File: config.mk
export PLATFORM = sky130hd
export DESIGN_NAME = lsu_stage
export DESIGN_NICKNAME = d
export VERILOG_FILES = /design/src/rtl/lsu_stage.sv
export SDC_FILE = /design/constraint.sdc
export NUM_CORES = 1
export LEC_CHECK = 0
export BUFFER_PORTS_ARGS = -buffer_cell sky130_fd_sc_hd__buf_4
export CORE_ASPECT_RATIO = 1.2
export CORE_MARGIN = 3
export CORE_UTILIZATION = 52
export CTS_BUF_LIST = sky130_fd_sc_hd__clkbuf_4 sky130_fd_sc_hd__clkbuf_8 sky130_fd_sc_hd__clkbuf_16
export DETAILED_ROUTE_END_ITERATION = 7
export PLACE_DENSITY_LB_ADDON = 0.05
export SYNTH_ARGS = -nofsm -noshare
export SYNTH_HDL_FRONTEND = slang
export SYNTH_SLANG_ARGS = --single-unit
File: constraint.sdc
create_clock -name clk -period 5.2 [get_ports clk]
set_clock_uncertainty 0.15 [all_clocks]
set_input_delay 0.26 -clock clk [delete_from_list [all_inputs] [get_ports clk]]
set_output_delay 0.26 -clock clk [all_outputs]
set_load 0.1 [all_outputs]
File: src/rtl/lsu_stage.sv
// Load/store stage between exec and writeback: one registered writeback record per accepted op.
// Optional macro LSU_MISALIGN_TRAP_EN turns misaligned half/word accesses into an immediate error record.
module lsu_stage #(
  parameter int unsigned TIMEOUT = 255
) (
  input  logic        clk,
  input  logic        rst,
  input  logic        in_valid,
  output logic        in_ready,
  input  logic        in_is_load,
  input  logic        in_is_store,
  input  logic [2:0]  in_funct3,
  input  logic [4:0]  in_rd,
  input  logic [31:0] in_addr,
  input  logic [31:0] in_store_data,
  output logic        mem_req,
  input  logic        mem_gnt,
  output logic        mem_we,
  output logic [31:0] mem_addr,
  output logic [3:0]  mem_wstrb,
  output logic [31:0] mem_wdata,
  input  logic        mem_rvalid,
  input  logic [31:0] mem_rdata,
  output logic        wb_valid,
  output logic        wb_wen,
  output logic [4:0]  wb_rd,
  output logic [31:0] wb_data,
  output logic        err
);

  typedef enum logic [1:0] {S_IDLE, S_REQ, S_WAIT} state_t;

  state_t      state, state_next;
  logic        op_load;
  logic [2:0]  op_funct3;
  logic [4:0]  op_rd;
  logic [1:0]  op_lo;
  logic [15:0] wait_cnt;
  logic        in_mem, trap, timeout_hit;
  logic [3:0]  st_strb;
  logic [31:0] st_data;
  logic [7:0]  ld_byte;
  logic [15:0] ld_half;
  logic [31:0] ld_val;

  assign in_mem      = in_valid & (in_is_load | in_is_store);
  assign timeout_hit = (wait_cnt == 16'(TIMEOUT - 1));

`ifdef LSU_MISALIGN_TRAP_EN
  assign trap = in_mem & (((in_funct3[1:0] == 2'b01) & in_addr[0]) |
                          (in_funct3[1] & (in_addr[1:0] != 2'b00)));
`else
  assign trap = 1'b0;
`endif

  always_ff @(posedge clk or posedge rst) begin
    if (rst) state <= S_IDLE;
    else     state <= state_next;
  end

  always_comb begin
    state_next = state;
    in_ready   = 1'b0;
    mem_req    = 1'b0;
    case (state)
      S_IDLE: begin
        in_ready = 1'b1;
        if (in_mem && !trap) state_next = S_REQ;
      end
      S_REQ: begin
        mem_req = 1'b1;
        if (mem_gnt) state_next = op_load ? S_WAIT : S_IDLE;
      end
      S_WAIT: begin
        if (mem_rvalid || timeout_hit) state_next = S_IDLE;
      end
      default: state_next = S_IDLE;
    endcase
  end

  // Store lane steering: narrow data is replicated so any byte lane carries it
  always_comb begin
    st_strb = 4'b1111;
    st_data = in_store_data;
    case (in_funct3[1:0])
      2'b00: begin
        st_strb = 4'b0001 << in_addr[1:0];
        st_data = {4{in_store_data[7:0]}};
      end
      2'b01: begin
        st_strb = 4'b0011 << {in_addr[1], 1'b0};
        st_data = {2{in_store_data[15:0]}};
      end
      default: ;
    endcase
  end

  assign ld_byte = mem_rdata[{op_lo, 3'b000} +: 8];
  assign ld_half = op_lo[1] ? mem_rdata[31:16] : mem_rdata[15:0];

  always_comb begin
    ld_val = mem_rdata;
    case (op_funct3[1:0])
      2'b00:   ld_val = op_funct3[2] ? {24'b0, ld_byte} : {{24{ld_byte[7]}}, ld_byte};
      2'b01:   ld_val = op_funct3[2] ? {16'b0, ld_half} : {{16{ld_half[15]}}, ld_half};
      default: ;
    endcase
  end

  // Op latch, memory command and writeback record; wb strobes default low each cycle
  always_ff @(posedge clk or posedge rst) begin
    if (rst) begin
      op_load   <= 1'b0;
      op_funct3 <= 3'b0;
      op_rd     <= 5'b0;
      op_lo     <= 2'b0;
      wait_cnt  <= 16'b0;
      mem_we    <= 1'b0;
      mem_addr  <= 32'b0;
      mem_wstrb <= 4'b0;
      mem_wdata <= 32'b0;
      wb_valid  <= 1'b0;
      wb_wen    <= 1'b0;
      wb_rd     <= 5'b0;
      wb_data   <= 32'b0;
      err       <= 1'b0;
    end else begin
      wb_valid <= 1'b0;
      wb_wen   <= 1'b0;
      err      <= 1'b0;
      case (state)
        S_IDLE: begin
          if (in_valid && !in_mem) begin
            wb_valid <= 1'b1;
            wb_data  <= in_addr;
            wb_rd    <= in_rd;
            wb_wen   <= (in_rd != 5'd0);
          end else if (trap) begin
            wb_valid <= 1'b1;
            err      <= 1'b1;
            wb_data  <= in_addr;
            wb_rd    <= in_rd;
          end else if (in_mem) begin
            op_load   <= in_is_load;
            op_funct3 <= in_funct3;
            op_rd     <= in_rd;
            op_lo     <= in_addr[1:0];
            mem_we    <= ~in_is_load;
            mem_addr  <= {in_addr[31:2], 2'b00};
            mem_wstrb <= in_is_load ? 4'b0000 : st_strb;
            mem_wdata <= st_data;
          end
        end
        S_REQ: begin
          if (mem_gnt) begin
            if (op_load) begin
              wait_cnt <= 16'b0;
            end else begin
              wb_valid <= 1'b1;
              wb_rd    <= op_rd;
              wb_data  <= 32'b0;
            end
          end
        end
        S_WAIT: begin
          if (mem_rvalid) begin
            wb_valid <= 1'b1;
            wb_rd    <= op_rd;
            wb_data  <= ld_val;
            wb_wen   <= (op_rd != 5'd0);
          end else if (timeout_hit) begin
            wb_valid <= 1'b1;
            err      <= 1'b1;
            wb_rd    <= op_rd;
            wb_data  <= 32'b0;
          end else begin
            wait_cnt <= wait_cnt + 16'd1;
          end
        end
        default: ;
      endcase
    end
  end

endmodule

Yosys cells after proc, flatten, opt, wreduce, memory -nomap -nowiden:

Cells that the tools add are included.

* bits in registers: 136
* input bits: 111
* output and inout port bits: 111
* word-level logic and storage cells: 93

* add/subtract/negate cells: 1
* equality and inequality tests: 14
* shift operators: 3
* muxes and demuxes: 42
* bitwise gates (word level): 4
* reductions and logical operators: 14

Operator list (count)
* 32-bit 2-to-1 mux: 7
* 32-bit case mux with 2 select lines: 2
* 32-bit case mux with 3 select lines: 1
* 16-bit 2-to-1 mux: 5
* 16-bit case mux with 2 select lines: 1
* 32-bit by 6-bit variable part select with 8-bit output: 1
* 5-bit 2-to-1 mux: 5
* 16-bit by 1-bit adder with 16-bit output (second input constant): 1
* 16-bit by 8-bit == test with 1-bit output (second input constant): 1
* 2-bit != test (second input constant): 8
* 5-bit case mux with 3 select lines: 1
* 1-bit 2-to-1 mux: 11
* 5-bit AND reduction: 2
* 5-bit nonzero test: 2
* 2-bit 2-to-1 mux: 4
* 4-bit case mux with 2 select lines: 1
* 2-bit by 1-bit == test with 1-bit output (second input constant): 3
* 2-bit zero test: 3
* 2-bit case mux with 3 select lines: 1
* 3-bit AND reduction: 2
* 4-bit 2-to-1 mux: 1
* 1-bit by 2-bit << shifter with 4-bit output (first input constant): 1
* 2-bit by 2-bit << shifter with 4-bit output (first input constant): 1
* 3-bit != test (second input constant): 1
* 11 further kinds: 12

Logic depth before layout (Yosys ltp):

Gate-level depths: netlist of the first run.

* word-level depth: 6
* mapped depth: 9
* mapped depth without buffers: 6

Worst setup path before layout of the first run:

Ideal clock, no wire load.

* kind: register -> register
* from: reg state[0]
* to: reg wb_data[0]
* library setup time: 0.128 ns
* arrival: 2.694 ns
* required time: 4.922 ns
* path slack: 2.227 ns
* stages on the path, launching flop included: 9
* path buffers: 2
* period minus slack after synthesis: 2.973 ns
* path through: dfrtp_1 inv_1 ha_1 nor4bb_1 o211ai_1 a21oi_1 buf_4 buf_6 mux2_1

* longest elaborated chain between the ends: 3
* elaborated cells on any way between the ends: 10
* classes of those cells: eq/ne (6); mux (1); reduce/logical (3)

Ends and longest elaborated chain
* from (decl): RTL line 33 `state_t state, state_next;`
* from (signal assigned): RTL line 58 `else state <= state_next;`
* 2-bit == test (tied with other cells): RTL line 131 `case (state)`
* 3-bit != test (no line) (tied with other cells)
* 5-bit AND reduction (no line)
* to (signal assigned): RTL line 135 `wb_data <= in_addr;`
* to (signal assigned): RTL line 141 `wb_data <= in_addr;`
* to (signal assigned): RTL line 169 `wb_data <= ld_val;`
* to (decl): RTL line 27 `output logic [31:0] wb_data,`

Several ways; a longest one is shown, not always the timed one.
A chain may end at the register's enable or synchronous reset.

Worst setup path after layout of the first run:

* from: reg state[0]
* to: reg wb_data[31]

Same word-level chain as after synthesis.

==> results of run 1 <==
## flip-flops by register name, summed over array words and instances (netlist names)
register,flops
err,1
mem_addr,30
mem_wdata,32
mem_we,1
mem_wstrb,4
op_funct3,3
op_lo,2
op_load,1
op_rd,5
state,2
wait_cnt,16
wb_data,32
wb_rd,5
wb_valid,1
wb_wen,1
## path summary, 6_finish.rpt
check,cells after the start,to,startpoint,slack (ns)
setup / recovery,7,wb_data[31],state[0],1.85
hold / removal,3,mem_wdata[9],in_store_data[9],0.02
setup reg to reg,7,wb_data[31],state[0],1.85
hold reg to reg,2,mem_wdata[31],mem_wdata[31],0.33
max in group asynchronous,4,wait_cnt[1],rst,3.24
min in group asynchronous,3,wait_cnt[13],rst,0.32
## worst min-delay path, stage by stage
cell     delay (ns)
buf_4          0.08
mux2i_1        0.05
o21ai_0        0.15
## cells in the mapped netlist (all sizes together) (11+ instances only)
cell	instances
dfrtp	136
nor2	15
a21oi	45
mux2	77
clkbuf	31
o21ai	34
a22o	17
mux2i	56
nand3	11
buf	14
nand2	55
inv	28
nand2b	12
a2bb2oi	15
## cell families (layout without fill, tap and decap cells)
| kind of cell | Yosys count | in the layout | synth area share |
|---|---|---|---|
| buf+inv | 73 | 351 | 0.0459 |
| mux | 133 | 133 | 0.202 |
| other cells | 1 | 2 | 0.000529 |
| simple gates | 144 | 144 | 0.112 |
| compound gates | 158 | 158 | 0.149 |
| flops | 136 | 136 | 0.480 |
| fa+ha+maj | 6 | 6 | 0.0106 |
## layer usage
layer  routed length (um)  up-vias  GRT usage
li1                     -     2909          -
met1                 8140     3125      0.324
met2                11100      257      0.485
met3                 1580       38     0.0884
met4                  541        0      0.105
met5                    0        -          0
## layout make-up
type / count / area [um^2] / share of cell area
Clock inverter: 11 / 171 / 0.0170
Sequential cell: 136 / 3400 / 0.337
Multi-Input combinational cell: 443 / 3380 / 0.335
Clock buffer: 21 / 468 / 0.0464
Tap cell: 168 / 210 / 0.0208
Inverter: 28 / 110 / 0.0109
Timing Repair Buffer: 291 / 2350 / 0.233
## timing repair
action / 4_1_cts / 5_1_grt
hold endpoints to repair: 136 / 1
endpoints found under the setup margin: 0 / 0
gates resized for setup: 0 / 0
hold buffers: 67 / 1
## stage by stage
| step | instance area, um^2 | hold slack, ns | setup slack [ns] | utilization | instances |
|---|---|---|---|---|---|
| 2_1_floorplan | 7090 | 0.176 | 1.15 | - | 652 |
| 3_3_place_gp | 8780 | 0.232 | 2.19 | 0.660 | 998 |
| 3_5_place_dp | 8780 | 0.238 | 2.00 | 0.660 | 998 |
| 4_1_cts | 10100 | 0.00533 | 1.86 | 0.759 | 1097 |
| 5_1_grt | 10100 | 0.00638 | 1.68 | 0.759 | 1098 |
| 6_report | 10100 | 0.0172 | 1.85 | 0.759 | 1098 |
==> flow_metrics.py, run 1 <==
metrics = {
    "placed_design": {
        "io_buffers": 219,
        "place_hpwl_mm": 14.6,
        "place_congestion": 0.907,
    },
    "floorplanning": {
        "io_pins": 222,
        "rows": 46,
        "initial_core_util": 0.533,
        "die-area_um2": 15100,
        "die_w_um": 113,
        "die_h_um": 134,
        "core-area_um2": 13300,
    },
    "outcome": {
        "status": "complete, no violations",
    },
    "timing": {
        "maxSlewViolCount": 0,
        "finalCritPeriodShare": 0.645,
        "fmax_mhz": 298,
        "min_period_ns": 3.35,
        "setup-tns-final_ns": 0,
        "tightest_slew_ns": 1.27,
        "setup_violations": 0,
        "relSlewSlack": 0.154,
        "hold_violations": 0,
        "rsz0062_at_grt": "false",
    },
    "layout": {
        "final_common_cell": "buf_4",
        "fin_nets": 1034,
        "synthToLayoutAreaGrowth_pct": 42.5,
        "antenna_cells": 0,
        "layout_common_cells": "buf_4, dfrtp_1, mux2_2",
        "drive_above_1_share": 0.366,
        "fill_cells": 851,
    },
    "critical_path": {
        "crit_buf_inv": 2,
        "crit_family": "compound AO/OA/AOI/OAI gates",
        "crit_slowest_cell": "a21oi_4",
        "slowest_delay_ns": 0.98,
        "worstSetupPathType": "reg2reg",
        "critPathLaunchType": "register",
        "endpoint_kind": "register",
        "crit_chain": "inv_1, ha_1, nor4bb_1, o211ai_1, a21oi_4, buf_4, mux2i_1",
        "cp_max_fo": 31,
        "cp.required_ns": 5.38,
        "worstPathArrival_ns": 3.53,
    },
    "clock_tree": {
        "numCtsBuffers": 17,
        "cts_max_level": 4,
        "clk_latency_ns": 0.42,
        "cts_setup_buffers": 0,
        "cts_tree": "built",
        "clkTransAtPathRegs_ns": 0.06,
        "clkSinkCount": 136,
        "cts-root-buf": "clkbuf_16",
        "cts.path.max_buffers": 2,
    },
    "route": {
        "postRouteAntennaNets": 0,
        "drc": 0,
        "drt_iter0_drc": 395,
        "drt_first_pass_iters": 5,
        "wirelength_mm": 21.3,
        "vias_per_cell": 5.76,
        "wl_per_cell_um": 19.4,
        "dr_total_vias": 6329,
    },
    "yosys": {
        "synth_top_area_share": 0.480,
        "dominantRegCellSynth": "dfrtp_1",
        "synth-edff-count": 0,
        "synthTopCellsByArea": "dfrtp_1, mux2_2, mux2i_1",
        "synth_cell_types": 58,
        "synth_cells": 651,
        "syn_area_um2": 7080,
        "ys_async_sr_fraction": 1.00,
        "yosys.area.top_type": "dfrtp_1",
        "ys_warn_count": 0,
        "yosysSeqAreaShare": 0.480,
        "synth_seq_cells": 136,
        "syn_avg_cell_area_um2": 10.9,
    },
    "global_routing": {
        "antenna_found_initial": 0,
        "grt_pass1_vias": 6524,
        "grt_pass1_wl_mm": 33.3,
        "overflow": 0,
        "grt_util_all_layers": 0.280,
        "grt_max_degree": 72,
    },
    "run": {
        "maxCapViolations": 0,
    },
    "min_path": {
        "worstHoldPathType": "in2reg",
    },
}
Power of run 1 is left out: the tool's default activity adds up to more than one toggle a clock period on the data nets, which glitch-free logic cannot reach.
==> run 2, diff against run 1 <==
- clock period: 5.2 -> 3.1 ns (I/O delays scaled with it)
==> run 2 against run 1 <==
Clock-buffer cell count stayed put. Critical path depth stayed put. Final cell count is 2.4% higher. Setup slack worse by 1.4 ns. Non-clock buffer count is 26 higher. Utilization is 2.2 points higher. Flip-flop and latch count stayed put. Hold slack better by 0.0056 ns. Die area stayed put.
==> flow_metrics.py, run 2 (same netlist as run 1, synthesis figures left out) <==
metrics = {
    "layout": {
        "fin_nets": 1060,
        "final_common_cell": "buf_4",
        "layout_common_cells": "buf_4, dfrtp_1, dlygate4sd3_1",
        "largestRegisters": "mem_wdata x32, wb_data x32, mem_addr x30",
        "synthToLayoutAreaGrowth_pct": 46.6,
        "drive_above_1_share": 0.364,
        "fin_cells": 1124,
        "antenna_cells": 0,
    },
    "global_routing": {
        "grt_pass1_vias": 6814,
        "grt_pass1_wl_mm": 35.2,
        "overflow": 0,
        "antenna_found_initial": 0,
        "grt_max_degree": 50,
        "grt_util_all_layers": 0.295,
    },
    "min_path": {
        "worstHoldPathType": "in2reg",
        "hold_path_startpoint": "mem_rdata[0]",
        "holdPathStages": 4,
        "min_to": "wb_data[0]",
    },
    "floorplanning": {
        "core-area_um2": 13300,
        "die_h_um": 134,
        "io_pins": 222,
        "die_w_um": 113,
        "rows": 46,
        "initial_core_util": 0.533,
        "die-area_um2": 15100,
    },
    "clock_tree": {
        "cts-root-buf": "clkbuf_16",
        "clkSinkCount": 136,
        "clkTransAtPathRegs_ns": 0.06,
        "cts.path.max_buffers": 2,
        "numCtsBuffers": 17,
        "clk_latency_ns": 0.42,
        "cts_tree": "built",
        "cts_max_level": 4,
        "cts_setup_buffers": 0,
    },
    "placed_design": {
        "place_congestion": 0.850,
        "io_buffers": 219,
        "place_hpwl_mm": 14.9,
        "placedCellCount": 1006,
    },
    "route": {
        "drt_first_pass_iters": 5,
        "wirelength_mm": 22.1,
        "vias_per_cell": 5.74,
        "drc": 0,
        "dr_total_vias": 6456,
        "postRouteAntennaNets": 0,
        "drt_iter0_drc": 452,
        "wl_per_cell_um": 19.7,
    },
    "critical_path": {
        "crit_buf_inv": 2,
        "crit_slowest_cell": "nor4bb_1",
        "worstSetupPathType": "reg2reg",
        "worstPathArrival_ns": 2.80,
        "reg2reg_slack_ns": 0.45,
        "critPathLaunchType": "register",
        "cp_max_fo": 37,
        "slowest_delay_ns": 0.52,
        "r2r-start": "state[1]",
        "endpoint_kind": "register",
        "rr_worst_depth": 7,
        "r2r_end": "wb_data[12]",
        "crit_chain": "inv_1, ha_1, nor4bb_1, o211ai_1, a21oi_4, buf_12, mux2_2",
        "crit_family": "simple AND/OR/NAND/NOR gates",
        "cp.required_ns": 3.25,
    },
    "timing": {
        "min_period_ns": 2.65,
        "relSlewSlack": 0.304,
        "finalCritPeriodShare": 0.853,
        "tightest_slew_ns": 1.04,
        "maxSlewViolCount": 0,
        "setup-tns-final_ns": 0,
        "fmax_mhz": 378,
        "rsz0062_at_grt": "false",
        "setup_violations": 0,
        "hold_violations": 0,
    },
    "outcome": {
        "status": "complete, no violations",
    },
    "run": {
        "maxCapViolations": 0,
    },
}
run 2: stage by stage:
step / utilization / cell area, um^2 / hold WS, ns / setup slack, ns
2_1_floorplan: - / 7090 / 0.0714 / 0.127
3_3_place_gp: 0.668 / 8880 / 0.229 / 0.658
3_5_place_dp: 0.668 / 8880 / 0.229 / 0.469
4_1_cts: 0.781 / 10400 / 0.00285 / 0.481
5_1_grt: 0.781 / 10400 / 0.0388 / 0.316
6_report: 0.781 / 10400 / 0.0229 / 0.454
run 2: repair_timing:
item / in CTS / in global routing
hold buffers: 86 / 0
endpoints found under the hold margin: 145 / 0
resized for setup: 0 / 0
run 2: layout make-up:
cell class                 count  area [um^2]
clock buffer                  21          474
timing repair buffer         317         2650
tap                          168          210
sequential                   136         3400
inverter                      28          109
multi-input combinational    443         3380
clock inverter                11          168
fill                         829         2910
run 2: per-layer routing:
| layer | vias to the layer above | GRT usage | share of wire | routed length, um |
|---|---|---|---|---|
| met5 | - | 0 | 0 | 0 |
| met4 | 0 | 0.122 | 0.027 | 601 |
| met3 | 47 | 0.0875 | 0.074 | 1650 |
| met2 | 279 | 0.503 | 0.52 | 11600 |
| met1 | 3162 | 0.345 | 0.38 | 8340 |
| li1 | 2968 | - | - | - |
run 2: worst max-delay path by stage:
stage	from	slack, ns	to	depth (start not counted)
after detailed placement	state[1]	0.47	wb_data[10]	7
final	state[1]	0.45	wb_data[12]	7
after CTS	state[1]	0.48	wb_data[12]	7
after global routing	state[1]	0.32	wb_data[8]	7
after global placement	state[0]	0.66	wb_data[10]	7
after floorplan	state[0]	0.13	wb_data[0]	8
run 2: tightest hold or removal path, cell delays in order:
cell	delay, ns
buf_4	0.08
a2bb2oi_1	0.05
o221ai_1	0.15
mux2_1	0.12
Power of run 2 is left out for the same reason.
